--- src/rtl/apb_reg_slave.sv ---
// APB slave register file: NUM_REGS 8-bit read/write registers behind an APB3-style slave port.
// Latency: setup cycle + WAIT_STATES wait cycles + 1 access cycle with pready=1; pready/prdata/pslverr are registered.
// Backpressure: holds pready low for WAIT_STATES access cycles; dropping psel mid-transfer aborts back to IDLE.
//
// Ports:
//   pclk, presetn                 clock, asynchronous active-low reset
//   psel, penable, pwrite         APB control from the master
//   paddr[7:0]                    address, sampled in the setup phase only
//   pwdata[7:0]                   write data, sampled on the completing edge
//   pready                        transfer completes in this cycle
//   prdata[7:0]                   read data, held until the next READY entry
//   pslverr                       out-of-range error, present only with APB_SLAVE_PSLVERR_EN
//
// Optional feature macro: APB_SLAVE_PSLVERR_EN (adds the pslverr port).

module apb_reg_slave #(
  parameter int NUM_REGS    = 4,
  parameter int WAIT_STATES = 0
) (
  input  logic       pclk,
  input  logic       presetn,
  input  logic       psel,
  input  logic       penable,
  input  logic       pwrite,
  input  logic [7:0] paddr,
  input  logic [7:0] pwdata,
  output logic       pready,
  output logic [7:0] prdata
`ifdef APB_SLAVE_PSLVERR_EN
  ,
  output logic       pslverr
`endif
);

  localparam int AW = (NUM_REGS > 1) ? $clog2(NUM_REGS) : 1;

  typedef enum logic [1:0] {
    S_IDLE  = 2'd0,
    S_WAIT  = 2'd1,
    S_READY = 2'd2
  } state_e;

  state_e        state_q, state_d;
  logic [7:0]    addr_q;
  logic          wr_q;
  logic [3:0]    cnt_q;
  logic          pready_q, pready_d;
  logic [7:0]    prdata_q, prdata_d;
  logic [7:0]    regs_q [NUM_REGS];

  logic          setup;
  logic [7:0]    acc_addr;
  logic          acc_wr;
  logic          in_range;
  logic [AW-1:0] idx;
  logic [7:0]    rd_val;
  logic          commit;
  logic          enter_ready;

  assign setup = (state_q == S_IDLE) && psel && !penable;

  // With zero wait states READY is entered on the setup edge itself, before
  // addr_q/wr_q are loaded, so the live bus values are used in IDLE.
  assign acc_addr = (state_q == S_IDLE) ? paddr  : addr_q;
  assign acc_wr   = (state_q == S_IDLE) ? pwrite : wr_q;

  assign in_range = ({1'b0, acc_addr} < 9'(NUM_REGS));
  assign idx      = acc_addr[AW-1:0];
  assign rd_val   = in_range ? regs_q[idx] : 8'h00;

  // Outside IDLE acc_addr equals addr_q, so in_range/idx refer to the latched address.
  assign commit = (state_q == S_READY) && psel && penable && pready_q && wr_q && in_range;

  // State register
  always_ff @(posedge pclk or negedge presetn) begin
    if (!presetn) state_q <= S_IDLE;
    else          state_q <= state_d;
  end

  // Next-state logic
  always_comb begin
    state_d = state_q;
    case (state_q)
      S_IDLE: begin
        if (setup) state_d = (WAIT_STATES == 0) ? S_READY : S_WAIT;
      end
      S_WAIT: begin
        if (!psel)              state_d = S_IDLE;
        else if (cnt_q <= 4'd1) state_d = S_READY;
      end
      S_READY: begin
        if (!psel || penable) state_d = S_IDLE;
      end
      default: state_d = S_IDLE;
    endcase
  end

  // Output next-state: outputs are registered and change on the edge entering READY.
  assign enter_ready = (state_d == S_READY) && (state_q != S_READY);

  always_comb begin
    pready_d = (state_d == S_READY);
    prdata_d = prdata_q;
    if (enter_ready) prdata_d = acc_wr ? 8'h00 : rd_val;
  end

  always_ff @(posedge pclk or negedge presetn) begin
    if (!presetn) begin
      pready_q <= 1'b0;
      prdata_q <= 8'h00;
    end else begin
      pready_q <= pready_d;
      prdata_q <= prdata_d;
    end
  end

  assign pready = pready_q;
  assign prdata = prdata_q;

`ifdef APB_SLAVE_PSLVERR_EN
  logic pslverr_q, pslverr_d;

  // The address is stable for the whole READY stay, so this holds with pready.
  assign pslverr_d = (state_d == S_READY) && !in_range;

  always_ff @(posedge pclk or negedge presetn) begin
    if (!presetn) pslverr_q <= 1'b0;
    else          pslverr_q <= pslverr_d;
  end

  assign pslverr = pslverr_q;
`endif

  // Transfer attributes and wait counter; the counter reloads only in setup and stops at zero.
  always_ff @(posedge pclk or negedge presetn) begin
    if (!presetn) begin
      addr_q <= 8'h00;
      wr_q   <= 1'b0;
      cnt_q  <= 4'd0;
    end else if (setup) begin
      addr_q <= paddr;
      wr_q   <= pwrite;
      cnt_q  <= 4'(WAIT_STATES);
    end else if (state_q == S_WAIT && cnt_q != 4'd0) begin
      cnt_q  <= cnt_q - 4'd1;
    end
  end

  // Register file
  for (genvar g = 0; g < NUM_REGS; g++) begin : g_reg
    always_ff @(posedge pclk or negedge presetn) begin
      if (!presetn)                      regs_q[g] <= 8'h00;
      else if (commit && idx == AW'(g))  regs_q[g] <= pwdata;
    end
  end

endmodule
--- config.mk ---
export PLATFORM = sky130hd
export DESIGN_NAME = apb_reg_slave
export DESIGN_NICKNAME = d
export VERILOG_FILES = /design/src/rtl/apb_reg_slave.sv
export SDC_FILE = /design/constraint.sdc
export NUM_CORES = 1
export LEC_CHECK = 0
export CAP_MARGIN = 0
export CORE_UTILIZATION = 45
export CTS_CLUSTER_SIZE = 24
export DETAILED_ROUTE_END_ITERATION = 12
export GPL_ROUTABILITY_DRIVEN = 0
export MAX_ROUTING_LAYER = met4
export PLACE_DENSITY = 0.69
export SETUP_SLACK_MARGIN = 0.05
export SLEW_MARGIN = 40
export SYNTH_ARGS = -nofsm -noshare
export SYNTH_HDL_FRONTEND = slang
export SYNTH_SLANG_ARGS = --single-unit
--- constraint.sdc ---
create_clock -name pclk -period 2.3 [get_ports pclk]
set_input_delay 0.46 -clock pclk [delete_from_list [all_inputs] [get_ports pclk]]
set_output_delay 0.46 -clock pclk [all_outputs]
set_load 0.005 [all_outputs]
==> flow_metrics.env <==
export IMPL_synth_common_cells="56 x dfrtp_1, 40 x mux2_2, 8 x a22o_1, 8 x mux4_2, 7 x nor2_1"
export IMPL_synth_area_leaders="dfrtp_1 54%, mux2_2 17%, mux4_2 6.9%, a22o_1 2.7%, ha_1 1.4%"
export IMPL_place_hpwl_mm=3.91
export IMPL_antenna_found_initial=0
export IMPL_cts_root_buf="clkbuf_8"
export IMPL_relSlewSlack_pct=63.0
export IMPL_hold_violations=0
export IMPL_worstMarginPinSlew_ns=0.555
export IMPL_seq_power_share_pct=54.6
export IMPL_period_needed_ns=2.12
export IMPL_synthAdderAreaFrac_pct=1.45
export IMPL_timing_fmax_mhz=472
export IMPL_dieArea_sq_um=6070
export IMPL_io_buffers=29
export IMPL_grt_total_usage_pct=20.3
export IMPL_cp_slowest_cell="dfrtp_1"
export IMPL_critPathArrivalTime_ns=2.32
export IMPL_syn_mean_instance_area_sq_um=14.6
export IMPL_dr_wl_met2_mm=2.89
export IMPL_yosysWarnings=0
export IMPL_synthToLayoutAreaGrowth_pct=23.6
export IMPL_core_sq_um=5540
export IMPL_routed_top_layer="met4"
export IMPL_fin_cells=295
export IMPL_rows=27
export IMPL_synth_nets=201
export IMPL_grt_pass1_wl_mm=9.00
export IMPL_synth_top_family_by_area="multiplexers"
export IMPL_ys_flop_type="dfrtp_1"
export IMPL_cts_path_max_buffers=2
export IMPL_grt_max_degree=34
export IMPL_dp_cells=287
export IMPL_path_buf_inv=1
export IMPL_rsz0062_at_grt="no"
export IMPL_critPathMaxFanout=9
export IMPL_rrSetupSlack_ns=0.18
export IMPL_grt_overflow_total=0
export IMPL_crit_path_cell_trace="or2_1, or3_4, a221oi_4, buf_12, mux2_2"
export IMPL_rr_worst_depth=5
export IMPL_synth_most_common_cell="dfrtp_1"
export IMPL_criticalPathCategory="reg -> reg"
export IMPL_dieHeight_um=77.9
export IMPL_wl_per_cell_um=18.3
export IMPL_drt_met1_wl_mm=2.22
export IMPL_clock_sinks=56
export IMPL_cpLargestDelayFamily="simple AND/OR/NAND/NOR gates"
export IMPL_die_w_um=77.9
export IMPL_drt_vias_per_instance=5.71
export IMPL_worstSetupStartpointType="flip-flop"
export IMPL_synth_simple_area_share_pct=8.40
export IMPL_nets=246
export IMPL_critical_path_max_stage_delay_ns=0.49
export IMPL_final_util_pct=57.8
export IMPL_postSynthCellCount=177
export IMPL_cts_buffers_inserted=5
export IMPL_max_cap_violations=0
export IMPL_worstPathRequired_ns=2.50
export IMPL_layout_drive_gt1_share_pct=38.1
export IMPL_async_flop_share_pct=100
export IMPL_cts_tree="yes"
export IMPL_hp_class="in -> async"
export IMPL_clkPwrFrac_pct=35.6
export IMPL_end_kind="flip-flop"
export IMPL_swShare_pct=22.8
export IMPL_synth_seq_cells=56
export IMPL_dp_slack_ns=-0.145
export IMPL_synth_xor_area_share_pct=1.01
export IMPL_drtIter0Drc=108
export IMPL_synth_mux_area_share_pct=25.7
export IMPL_timing_rr_start="state_q[1]"
export IMPL_cts_clk_slew_worst_paths_ns=0.10
export IMPL_grt_pass1_vias=1819
export IMPL_synth_top_area_cell="dfrtp_1"
export IMPL_clock_latency_ns=0.31
export IMPL_p_sw_w=0.000433
export IMPL_syn_cell_area_sq_um=2590
export IMPL_dr_wl_met3_um=214
export IMPL_synth_edf_count=0
export IMPL_max_vdd_ir_drop_v=0.000381
export IMPL_num_io_pins=30
export IMPL_fin_skew_ns=0.00959
export IMPL_first_pass_iters=4
export IMPL_wirelength_mm=5.39
export IMPL_post_route_period_util_pct=92.2
export IMPL_vias=1685
export IMPL_setup_slack_ns=0.181
export IMPL_n_antenna_cell=0
export IMPL_regToRegEndpoint="regs_q[25]"
export IMPL_power_density_nw_per_um2=593
export IMPL_h_tree_depth=2
export IMPL_p_comb_share_pct=9.7
export IMPL_drv_slew=0
export IMPL_start_util_pct=46.8
export IMPL_status="complete, no violations"
export IMPL_cellLeakagePower_nw=1.45
export IMPL_remaining_drc_errors=0
export IMPL_finalSetupTns_ns=0
export IMPL_netlist_area_leader_share_pct=54.1
export IMPL_final_hold_worst_slack_ns=0.129
export IMPL_internal_power_w=0.00147
export IMPL_synth_compound_area_share_pct=7.96
export IMPL_postCtsSetupBuffers=0
export IMPL_setup_violations=0
export IMPL_ant_nets=0
export IMPL_ys_seq_area_share_pct=54.1
export IMPL_fillCellCount=436
export IMPL_yosysUniqueCellTypes=41
## cells in the final DEF (no fill, tap or decap), drive strengths merged, types with 2 or more instances in the layout
| master | n |
|---|---|
| inv | 4 |
| nor4 | 2 |
| nand2 | 3 |
| nor2 | 8 |
| or2 | 2 |
| ha | 3 |
| mux4 | 8 |
| dfrtp | 56 |
| a211oi | 3 |
| a31oi | 3 |
| nor4b | 3 |
| a22o | 8 |
| and2 | 2 |
| clkbuf | 6 |
| mux2 | 41 |
| buf | 15 |
| mux2i | 2 |
| xor2 | 2 |
| nand3 | 6 |
| clkdlybuf4s50 | 28 |
| o21ai | 2 |
## worst reg2reg max path, delay by kind of cell (launching register included)
kind | cells | cell delay [ns]
mux | 1 | 0.33
buf+inv | 1 | 0.16
flops | 1 | 0.49
simple gates | 2 | 0.76
compound gates | 1 | 0.26
## power groups by stage
stage                     Clock (W)  Sequential (W)  Combinational [W]
after CTS                  0.000690         0.00104           0.000186
after floorplan                   0         0.00105          0.0000876
final                      0.000677         0.00104           0.000184
after global routing       0.000735         0.00104           0.000201
after global placement            0         0.00105           0.000179
after detailed placement          0         0.00106           0.000185
## flip-flops by register name, indices dropped and copies added (netlist names)
register,cells
addr_q,8
cnt_q,4
prdata,8
pready,1
regs_q,32
state_q,2
wr_q,1
## what timing repair did
| item | in CTS | in global routing |
|---|---|---|
| hold buffers | 0 | 0 |
| hold endpoints to repair | 0 | 0 |
| resized for setup | 0 | 1 |
| setup endpoints to repair | 0 | 3 |
## logic make-up after synthesis
family | count (synthesis)
adder cells (fa/ha/maj) | 3
multiplexers | 51
AO/OA/AOI/OAI | 21
XOR/XNOR | 3
AND/OR/NAND/NOR | 34
buffers and inverters | 9
flip-flops | 56
## layer usage
metal | up-vias | track usage (%)
li1 | 754 | -
met4 | 0 | 6.48
met3 | 8 | 3.41
met2 | 52 | 34.9
met1 | 871 | 24.3
met5 | - | -
## final cells by class
type,instances,area [sq um],share of cell area [%]
Multi-Input combinational cell,112,1160,36.2
Clock buffer,6,82.6,2.58
Clock inverter,2,38.8,1.21
Timing Repair Buffer,43,415,13.0
Tap cell,72,90.1,2.81
Inverter,4,15.0,0.469
Sequential cell,56,1400,43.7
## worst max path at each step
| stage | start | endpoint | slack [ns] | cells after the start |
|---|---|---|---|---|
| 6_report | state_q[1] | regs_q[25] | 0.18 | 5 |
| 5_1_grt | state_q[0] | regs_q[25] | 0.11 | 5 |
| 4_1_cts | state_q[0] | regs_q[25] | 0.17 | 5 |
| 3_5_place_dp | paddr[6] | regs_q[25] | -0.14 | 6 |
| 3_3_place_gp | paddr[6] | regs_q[25] | -0.12 | 6 |
| 2_1_floorplan | state_q[1] | prdata[0] | 0.11 | 5 |
## per-stage QoR
| step | power, W | instance area (sq um) |
|---|---|---|
| final | 0.00190 | 3200 |
| after global routing | 0.00198 | 3200 |
| after CTS | 0.00191 | 3200 |
| after detailed placement | 0.00124 | 3080 |
| after global placement | 0.00123 | 3080 |
| after floorplan | 0.00114 | 2590 |
Power figures use the tool's default switching activity.
